`src/rtl/sprite_pal_pkg.sv`:
```
// sprite_pal_pkg: shared types and the power-on palette for sprite_palette_bank.
// Revision: 1.0
`default_nettype none

package sprite_pal_pkg;

  localparam int DEF_CH_W = 4;

  typedef struct packed {
    logic [DEF_CH_W-1:0] r;
    logic [DEF_CH_W-1:0] g;
    logic [DEF_CH_W-1:0] b;
  } rgb_t;

  typedef enum logic [0:0] {
    FL_IDLE  = 1'b0,
    FL_FLASH = 1'b1
  } flash_state_e;

  localparam rgb_t DEF_PAL [8] = '{
    rgb_t'(12'h631), rgb_t'(12'h0E0), rgb_t'(12'h05E), rgb_t'(12'hEBA),
    rgb_t'(12'h000), rgb_t'(12'h070), rgb_t'(12'hE30), rgb_t'(12'h028)
  };

  // Entries beyond the eight-colour table come up black.
  function automatic logic [11:0] def_entry(input int e);
    logic [11:0] v;
    v = 12'h000;
    if (e >= 0 && e < 8) v = DEF_PAL[e[2:0]];
    return v;
  endfunction

endpackage

`default_nettype wire

```
`src/rtl/pal_flash_fsm.sv`:
```
// pal_flash_fsm: frame-counted hit-flash sequencer producing the white_on strobe.
// Revision: 1.0
`default_nettype none

module pal_flash_fsm
  import sprite_pal_pkg::*;
#(
  parameter int FLASH_FRAMES = 16,
  parameter int FLASH_PERIOD = 2
) (
  input  logic Clk,
  input  logic Reset,
  input  logic frame_tick,
  input  logic flash_start,
  output logic white_on,
  output logic flashing
);

  localparam int FC_W = (FLASH_FRAMES > 1) ? $clog2(FLASH_FRAMES) : 1;
  localparam int PC_W = (FLASH_PERIOD > 1) ? $clog2(FLASH_PERIOD) : 1;
  localparam logic [FC_W-1:0] FRAME_LAST = FC_W'(FLASH_FRAMES - 1);
  localparam logic [PC_W-1:0] PHASE_LAST = PC_W'(FLASH_PERIOD - 1);

  flash_state_e    state, state_nx;
  logic [FC_W-1:0] frame_cnt, frame_cnt_nx;
  logic [PC_W-1:0] phase_cnt, phase_cnt_nx;
  logic            white_q, white_nx;

  always_ff @(posedge Clk) begin
    if (Reset) begin
      state     <= FL_IDLE;
      frame_cnt <= '0;
      phase_cnt <= '0;
      white_q   <= 1'b0;
    end else begin
      state     <= state_nx;
      frame_cnt <= frame_cnt_nx;
      phase_cnt <= phase_cnt_nx;
      white_q   <= white_nx;
    end
  end

  always_comb begin
    state_nx     = state;
    frame_cnt_nx = frame_cnt;
    phase_cnt_nx = phase_cnt;
    white_nx     = white_q;
    case (state)
      FL_IDLE: begin
        if (flash_start) begin
          state_nx     = FL_FLASH;
          frame_cnt_nx = '0;
          phase_cnt_nx = '0;
          white_nx     = 1'b1;
        end
      end
      FL_FLASH: begin
        // A restart wins over a tick landing in the same cycle.
        if (flash_start) begin
          frame_cnt_nx = '0;
          phase_cnt_nx = '0;
          white_nx     = 1'b1;
        end else if (frame_tick) begin
          if (frame_cnt == FRAME_LAST) begin
            state_nx     = FL_IDLE;
            frame_cnt_nx = '0;
            phase_cnt_nx = '0;
            white_nx     = 1'b0;
          end else begin
            frame_cnt_nx = frame_cnt + FC_W'(1);
            if (phase_cnt == PHASE_LAST) begin
              phase_cnt_nx = '0;
              white_nx     = ~white_q;
            end else begin
              phase_cnt_nx = phase_cnt + PC_W'(1);
            end
          end
        end
      end
      default: state_nx = FL_IDLE;
    endcase
  end

  assign white_on = white_q;
  assign flashing = (state == FL_FLASH);

endmodule

`default_nettype wire

```
`src/rtl/sprite_palette_bank.sv`:
```
// sprite_palette_bank: banked, runtime-writable sprite palette with transparency and hit flash.
// Revision: 1.0
`default_nettype none

module sprite_palette_bank
  import sprite_pal_pkg::*;
#(
  parameter int IDX_W        = 3,
  parameter int NUM_BANKS    = 4,
  parameter int CH_W         = 4,
  parameter int TRANSP_IDX   = 0,
  parameter int FLASH_FRAMES = 16,
  parameter int FLASH_PERIOD = 2,
  localparam int BANK_W      = (NUM_BANKS > 1) ? $clog2(NUM_BANKS) : 1
) (
  input  logic              Clk,
  input  logic              Reset,
  input  logic              frame_tick,
  input  logic              pix_valid,
  input  logic [BANK_W-1:0] bank_sel,
  input  logic [IDX_W-1:0]  index,
  input  logic              wr_en,
  input  logic [BANK_W-1:0] wr_bank,
  input  logic [IDX_W-1:0]  wr_index,
  input  logic [3*CH_W-1:0] wr_rgb,
  input  logic              flash_start,
  output logic [CH_W-1:0]   red,
  output logic [CH_W-1:0]   green,
  output logic [CH_W-1:0]   blue,
  output logic              out_valid,
  output logic              pix_opaque,
  output logic              flashing
);

  localparam int ENTRIES = 2 ** IDX_W;
  localparam int RGB_W   = 3 * CH_W;

  // Flop array rather than RAM so reset can restore every entry at once.
  logic [RGB_W-1:0] pal [NUM_BANKS][ENTRIES];

  logic             white_on;
  logic             rd_hit;
  logic             wr_hit;
  logic             opaque_d;
  logic [RGB_W-1:0] rd_rgb;
  logic [RGB_W-1:0] lut_rgb;
  logic [RGB_W-1:0] rgb_q;
  logic             opaque_q;
  logic             valid_q;

  // Each 4-bit default nibble sits in the top of a wider channel.
  function automatic logic [RGB_W-1:0] widen(input logic [11:0] v);
    logic [CH_W-1:0] r, g, b;
    r = CH_W'(v[11:8]) << (CH_W - 4);
    g = CH_W'(v[7:4])  << (CH_W - 4);
    b = CH_W'(v[3:0])  << (CH_W - 4);
    return {r, g, b};
  endfunction

  always_ff @(posedge Clk) begin
    for (int b = 0; b < NUM_BANKS; b++) begin
      for (int e = 0; e < ENTRIES; e++) begin
        if (Reset) begin
          pal[b][e] <= widen(def_entry(e));
        end else if (wr_en && wr_bank == BANK_W'(b) && wr_index == IDX_W'(e)) begin
          pal[b][e] <= wr_rgb;
        end
      end
    end
  end

  // A bank_sel with no matching bank leaves rd_hit low: black and transparent.
  always_comb begin
    rd_hit = 1'b0;
    rd_rgb = '0;
    for (int b = 0; b < NUM_BANKS; b++) begin
      for (int e = 0; e < ENTRIES; e++) begin
        if (bank_sel == BANK_W'(b) && index == IDX_W'(e)) begin
          rd_hit = 1'b1;
          rd_rgb = pal[b][e];
        end
      end
    end
    wr_hit = wr_en && (wr_bank == bank_sel) && (wr_index == index);
    if (rd_hit && wr_hit) rd_rgb = wr_rgb;
    opaque_d = rd_hit && (index != IDX_W'(TRANSP_IDX));
    lut_rgb  = (white_on && opaque_d) ? {RGB_W{1'b1}} : rd_rgb;
  end

  always_ff @(posedge Clk) begin
    if (Reset) begin
      rgb_q    <= '0;
      opaque_q <= 1'b0;
      valid_q  <= 1'b0;
    end else begin
      valid_q <= pix_valid;
      if (pix_valid) begin
        rgb_q    <= lut_rgb;
        opaque_q <= opaque_d;
      end
    end
  end

  pal_flash_fsm #(
    .FLASH_FRAMES (FLASH_FRAMES),
    .FLASH_PERIOD (FLASH_PERIOD)
  ) u_flash (
    .Clk         (Clk),
    .Reset       (Reset),
    .frame_tick  (frame_tick),
    .flash_start (flash_start),
    .white_on    (white_on),
    .flashing    (flashing)
  );

  assign red        = rgb_q[RGB_W-1 -: CH_W];
  assign green      = rgb_q[2*CH_W-1 -: CH_W];
  assign blue       = rgb_q[CH_W-1 -: CH_W];
  assign out_valid  = valid_q;
  assign pix_opaque = opaque_q;

endmodule

`default_nettype wire

```
`config.mk`:
```
export PLATFORM = sky130hd
export DESIGN_NAME = sprite_palette_bank
export DESIGN_NICKNAME = d
export VERILOG_FILES = /design/src/rtl/sprite_pal_pkg.sv /design/src/rtl/pal_flash_fsm.sv /design/src/rtl/sprite_palette_bank.sv
export SDC_FILE = /design/constraint.sdc
export NUM_CORES = 1
export LEC_CHECK = 0
export BUFFER_PORTS_ARGS = -buffer_cell sky130_fd_sc_hd__buf_2
export CAP_MARGIN = 25
export CORE_MARGIN = 8
export CORE_UTILIZATION = 45
export DETAILED_ROUTE_END_ITERATION = 7
export SYNTH_ARGS = -nofsm -noshare
export SYNTH_HDL_FRONTEND = slang
export SYNTH_SLANG_ARGS = --single-unit
```
`constraint.sdc`:
```
create_clock -name Clk -period 2.3 [get_ports Clk]
set_input_delay 0.23 -clock Clk [delete_from_list [all_inputs] [get_ports Clk]]
set_output_delay 0.23 -clock Clk [all_outputs]
set_load 0.02 [all_outputs]
```
==> results.yml, run 1 <==
timing:
  fin_worst_skew_ns: 0.0211
  rsz0062_at_grt: "true"
  slew_viol_final: 0
  maxClockFrequency_mhz: 445
  post-route-period-util: 0.976
  setup_violations: 0
  layout_setup_ws_ns: 0.0545
  slew_headroom: 0.265
  tightest_slew_ns: 1.10
  hold_viol: 0
  post-route-min-period_ns: 2.25
placement:
  place_area_um2: 23300
  place_congestion: 1.01
  post-place-ws_ns: -0.872
  numPortBuffers: 42
  dp_hpwl_mm: 55.9
critical_path:
  endpoint_kind: "flop"
  crit_slowest_cell: "mux4_2"
  crit_type: "flop to flop"
  cp_slowest_stage_delay_ns: 0.51
  required_ns: 2.74
  crit_path_start_kind: "flop"
  path_delay_family: "compound AO/OA/AOI/OAI gates"
  crit_chain: "mux4_2 -> a22oi_2 -> a21oi_2 -> a221oi_4 -> o21ai_2 -> a31oi_2 -> buf_4 -> o221ai_2"
  arrival_ns: 2.69
  critPathBufInv: 1
  crit_fanout: 1
power_and_ir_drop:
  p_leak_nw: 8.95
  sw_frac_of_total: 0.256
  pwr-share-clk: 0.395
  irDropWorstVdd_mv: 0.574
  comb_power_share: 0.123
  p_switching_mw: 4.62
  p_int_mw: 13.4
  p_per_area_nw_per_um2: 727
  p_seq_frac: 0.482
route:
  via_count: 16447
  drc_errors: 0
  drt_iter0_drc: 2011
  wire_per_inst_um: 29.7
  drt-pass1-iter-count: 6
  antenna_left: 0
  via_per_inst: 6.13
  postRouteWirelength_mm: 79.5
clock_tree:
  cts_tree: "done"
  cts.sinks: 405
  h-tree-depth: 2
  cts_buffer_depth: 3
  clkLatencyLatePin_ns: 0.59
  root_buffer: "clkbuf_16"
  cts-buffers-inserted: 44
  post_cts_buffers: 0
  clkTransAtPathRegs_ns: 0.07
logic_synthesis:
  ys_top_cells_by_count: "edfxtp_1, and2_1, nand2_1, nor2_1, clkbuf_1"
  ys_warn_count: 0
  synthCells: 1789
  netlist_area_um2: 20200
  synth_area_leaders: "edfxtp_1, and2_1, or3_1, a21oi_1, nor3_1"
  syn-num-nets: 1818
  synth.most_common_cell: "edfxtp_1"
  synth_cell_type_count: 76
  ys_seq_area_frac: 0.591
  ys_ff_latch: 405
  yosys_most_used_dff: "edfxtp_1"
  avgSynthCellArea_um2: 11.3
  synth_top_area_share: 0.570
  synth_edf_count: 384
  synth_top_cell_by_area: "edfxtp_1"
  synth-async-reset-ratio: 0
grt:
  antenna_found_initial: 8
  grt_pass1_vias: 15888
  grt_max_degree: 37
  grt_usage: 0.296
  overflow: 0
  grt_pass1_wl_mm: 113
final_layout:
  nFillCells: 3865
  fin_nets: 2088
  drive_gt1_frac: 0.250
  fin_area_um2: 24800
  area_growth_pct: 22.5
run_status:
  status: "completed"
hold_path:
  hold_class: "input port to flop"
run:
  cap_violations: 0
die:
  die-area_um2: 52000
  coreArea_um2: 44300
  start_util: 0.457
  die_h_um: 228
  num_rows: 77
  ioPinCount: 43
  die_w_um: 228
-- registers in the layout, summed over array words and instances, names as in the netlist --
signal	cells
out_valid	1
pal	384
pix_opaque	1
rgb_q	12
u_flash.flashing	1
u_flash.frame_cnt	4
u_flash.phase_cnt	1
u_flash.white_on	1
-- worst register-to-register path: cells and delay by family (launching register included) --
kind	cells	cell delay (ns)
compound gates	6	1.01
buf+inv	1	0.17
flops	1	0.44
mux	1	0.51
-- logic make-up after synthesis --
group | Yosys count | synth area share
AND/OR/NAND/NOR | 734 | 0.197
flip-flops | 405 | 0.591
AO/OA/AOI/OAI | 398 | 0.130
buffers and inverters | 180 | 0.0419
multiplexers | 65 | 0.0377
XOR/XNOR | 6 | 0.00260
adder cells (fa/ha/maj) | 1 | 0.000618
-- through the flow --
step / util / TNS [ns] / total power [mW] / instances / hold slack [ns]
after CTS: 0.559 / 0 / 18.0 / 2681 / 0.0777
after global placement: 0.525 / -4.63 / 11.0 / 2603 / 0.501
final: 0.559 / 0 / 18.0 / 2681 / 0.0904
after floorplan: - / -3.76 / 9.73 / 1789 / 0.307
after global routing: 0.559 / -0.0206 / 18.4 / 2680 / 0.117
after detailed placement: 0.525 / -5.24 / 11.0 / 2603 / 0.516
-- power groups by stage --
stage / clock (mW) / sequential [mW] / combinational, mW
floorplan: 0 / 8.75 / 0.984
global placement: 0 / 8.82 / 2.13
detailed placement: 0 / 8.82 / 2.13
CTS: 7.15 / 8.68 / 2.15
global route: 7.42 / 8.71 / 2.29
finish: 7.11 / 8.69 / 2.21
-- what timing repair did --
item | in CTS | in global routing
pin swaps | 1 | 5
resized for setup | 8 | 8
endpoints found under the setup margin | 2 | 5
endpoints found under the hold margin | 7 | 0
hold buffers | 3 | 0
-- cells in the final DEF, fill, tap and decap left out, types with 6 or more instances in the layout --
master,instances
edfxtp_1,384
buf_4,327
and2_1,216
nand2_1,118
nor2_1,112
a21oi_1,92
nor3_1,89
o21ai_0,88
or3_1,82
clkbuf_16,45
buf_2,40
mux2i_1,39
o21bai_1,38
o22ai_1,26
nor2b_1,24
buf_12,22
dfxtp_1,21
nand2b_1,19
mux2_2,19
a31oi_1,18
nand3_1,17
a211oi_1,14
a22oi_1,12
inv_1,10
nand3b_1,10
o221ai_1,10
and3_1,9
clkinv_1,9
or2_2,8
a21o_1,8
mux4_2,7
a2111oi_2,7
a221oi_1,7
clkinv_2,7
o211ai_1,6
o32ai_1,6
-- per-layer routing --
metal | GRT usage | vias to the layer above | wire length (um)
li1 | - | 7157 | -
met1 | 0.408 | 8140 | 32900
met2 | 0.448 | 992 | 35400
met3 | 0.0764 | 156 | 8150
met4 | 0.105 | 2 | 3030
met5 | 0 | - | 11
-- worst paths after layout --
| kind | start | endpoint | slack [ns] | cells past startpoint |
|---|---|---|---|---|
| setup / recovery | pal[0][86] | rgb_q[2] | 0.05 | 8 |
| setup reg to reg | pal[0][86] | rgb_q[2] | 0.05 | 8 |
| hold / removal | wr_rgb[0] | rgb_q[0] | 0.09 | 3 |
| hold reg to reg | u_flash.phase_cnt | u_flash.phase_cnt | 0.55 | 2 |
-- layout make-up --
cell class	instances	area, um2	share of cell area
multi-input combinational	1204	7520	0.303
antenna	1	2.50	0.000101
timing repair buffer	393	3140	0.127
clock inverter	25	258	0.0104
clock buffer	50	1140	0.0462
inverter	11	41.3	0.00167
tap	592	741	0.0299
sequential	405	12000	0.482
(Power assumes the default switching activity.)
==> inputs of run 2 (changes only) <==
--- a/config.mk
+++ b/config.mk
@@ -10,6 +10,7 @@
 export CORE_MARGIN = 8
 export CORE_UTILIZATION = 45
 export DETAILED_ROUTE_END_ITERATION = 7
+export PLACE_DENSITY = 0.71
 export SYNTH_ARGS = -nofsm -noshare
 export SYNTH_HDL_FRONTEND = slang
 export SYNTH_SLANG_ARGS = --single-unit
==> run 2 against run 1 <==
Net effect: combinational power decreased by 2%; non-clock buffer count decreased by 15; hold slack got worse by 0.012 ns; routed wire length decreased by 2.3%; count of clock-buffer cells in the layout up 9; critical path depth rose by 1; global-route usage decreased by 0.65 points; power is 0.34% higher; critical endpoint unchanged; highest routed layer unchanged.
==> results.yml, run 2 (synthesis gave the netlist of run 1 again) <==
final_layout:
  fin_area_um2: 24600
  fin_nets: 2073
  final_cell_mix: "edfxtp_1, buf_4, and2_1"
  area_growth_pct: 21.7
  drive_gt1_frac: 0.241
  largest_register_ffs: 384
  layout_commonest_cell: "edfxtp_1"
  seqCellArea_um2: 12000
  nFillCells: 3783
  regMostFlops: "pal"
  largest_registers: "pal: 384 flops, rgb_q: 12 flops, u_flash.frame_cnt: 4 flops"
  multiInputGateArea_um2: 7470
timing:
  layout_setup_ws_ns: 0.0306
  holdWs_ns: 0.0788
  post-route-period-util: 0.987
  tightest_slew_ns: 1.06
  slew_viol_final: 0
  post-route-min-period_ns: 2.27
  maxClockFrequency_mhz: 441
  setup_violations: 0
  slew_headroom: 0.291
  rsz0062_at_grt: "false"
  hold_viol: 0
  fin_worst_skew_ns: 0.0276
clock_tree:
  h-tree-depth: 2
  root_buffer: "clkbuf_16"
  clkTransAtPathRegs_ns: 0.07
  cts.sinks: 405
  cts-buffers-inserted: 44
  cts_buffer_depth: 3
  cts_tree: "done"
  clkLatencyLatePin_ns: 0.59
placement:
  post-place-ws_ns: -0.524
  place_congestion: 1.06
  numPortBuffers: 42
  dp_hpwl_mm: 54.0
  place_area_um2: 23100
die:
  die-area_um2: 52000
  start_util: 0.457
  die_w_um: 228
  coreArea_um2: 44300
  num_rows: 77
  die_h_um: 228
  ioPinCount: 43
route:
  via_per_inst: 6.20
  wire_per_inst_um: 29.1
  drt-pass1-iter-count: 5
  via_count: 16573
  drt_iter0_drc: 2559
  antenna_left: 0
  postRouteWirelength_mm: 77.7
  drc_errors: 0
grt:
  grt_pass1_vias: 16101
  grt_usage: 0.289
  grt_max_degree: 50
  antenna_found_initial: 3
  overflow: 0
  grt_pass1_wl_mm: 112
run:
  cap_violations: 0
power_and_ir_drop:
  total_power_mw: 18.1
  irDropWorstVdd_mv: 0.525
  p_per_area_nw_per_um2: 734
  p_leak_nw: 8.87
critical_path:
  worstSetupStartpoint: "pal[0][86]"
  path_delay_family: "compound AO/OA/AOI/OAI gates"
  crit_fanout: 1
  required_ns: 2.75
  r2r_start: "pal[0][86]"
  crit_type: "flop to flop"
  arrival_ns: 2.72
  cp_slowest_stage_delay_ns: 0.50
  crit_path_start_kind: "flop"
  endpoint_kind: "flop"
  critPathBufInv: 2
  crit_chain: "mux4_2 -> a22oi_2 -> a21oi_1 -> a221oi_1 -> buf_4 -> o21ai_2 -> a31oi_1 -> buf_4 -> o221ai_2"
  crit_slowest_cell: "mux4_2"
  crit_top_cell: "buf_4"
hold_path:
  hp-start: "wr_rgb[0]"
  hold_class: "input port to flop"
run_status:
  status: "completed"
-- run 2: cell types whose count changed in the layout (fill, tap and decap cells not counted), moves of 2 or more --
cell       delta
clkbuf_1      +8
buf_12        -3
buf_4        -11
a2111oi_1     +2
a2111oi_2     -2
clkinv_1      -3
clkinv_2      -4
-- run 2: routing by layer --
layer  track usage  part of all wire  vias to the layer above
li1              -                 -                     7121
met1         0.397              0.39                     8102
met2         0.443              0.45                     1134
met3        0.0488              0.11                      212
met4         0.141             0.049                        4
met5             0           0.00026                        -
-- run 2: power by group --
group / internal [mW] / switching, mW / total [mW] / leakage, nW
clock: 4.21 / 3.02 / 7.23 / 0.695
combinational: 0.774 / 1.39 / 2.16 / 4.28
sequential: 8.48 / 0.203 / 8.68 / 3.90
-- run 2: worst paths after layout --
check / endpoint / depth (start not counted) / slack (ns)
max reg2reg: rgb_q[2] / 9 / 0.03
min reg2reg: u_flash.phase_cnt / 2 / 0.54
max: rgb_q[2] / 9 / 0.03
min: rgb_q[0] / 3 / 0.08
-- run 2: layout make-up --
type                    instances  share of cell area
diodes                          1            0.000102
clock buffers                  59              0.0483
clock inverters                21              0.0101
inverters                      11             0.00168
multi-input cells            1204               0.303
flip-flops and latches        405               0.485
well taps                     592              0.0301
repair buffers                378               0.121
-- run 2: what timing repair did --
item                                    in CTS  in global routing
hold buffers                                 2                  0
buffers inserted                             0                  0
gates resized for setup                      1                  8
endpoints found under the setup margin       2                  4
pin swaps                                    1                  6
endpoints found under the hold margin        7                  0
-- run 2: worst min-delay path: stages --
cell	delay, ns
buf_2	0.14
a21oi_1	0.16
a2111oi_2	0.09
-- run 2: through the flow --
stage | TNS (ns) | util | cells
after global placement | -4.70 | 0.522 | 2586
final | 0 | 0.556 | 2671
after global routing | 0 | 0.556 | 2670
after detailed placement | -3.36 | 0.522 | 2588
after floorplan | -3.76 | - | 1789
after CTS | 0 | 0.555 | 2670
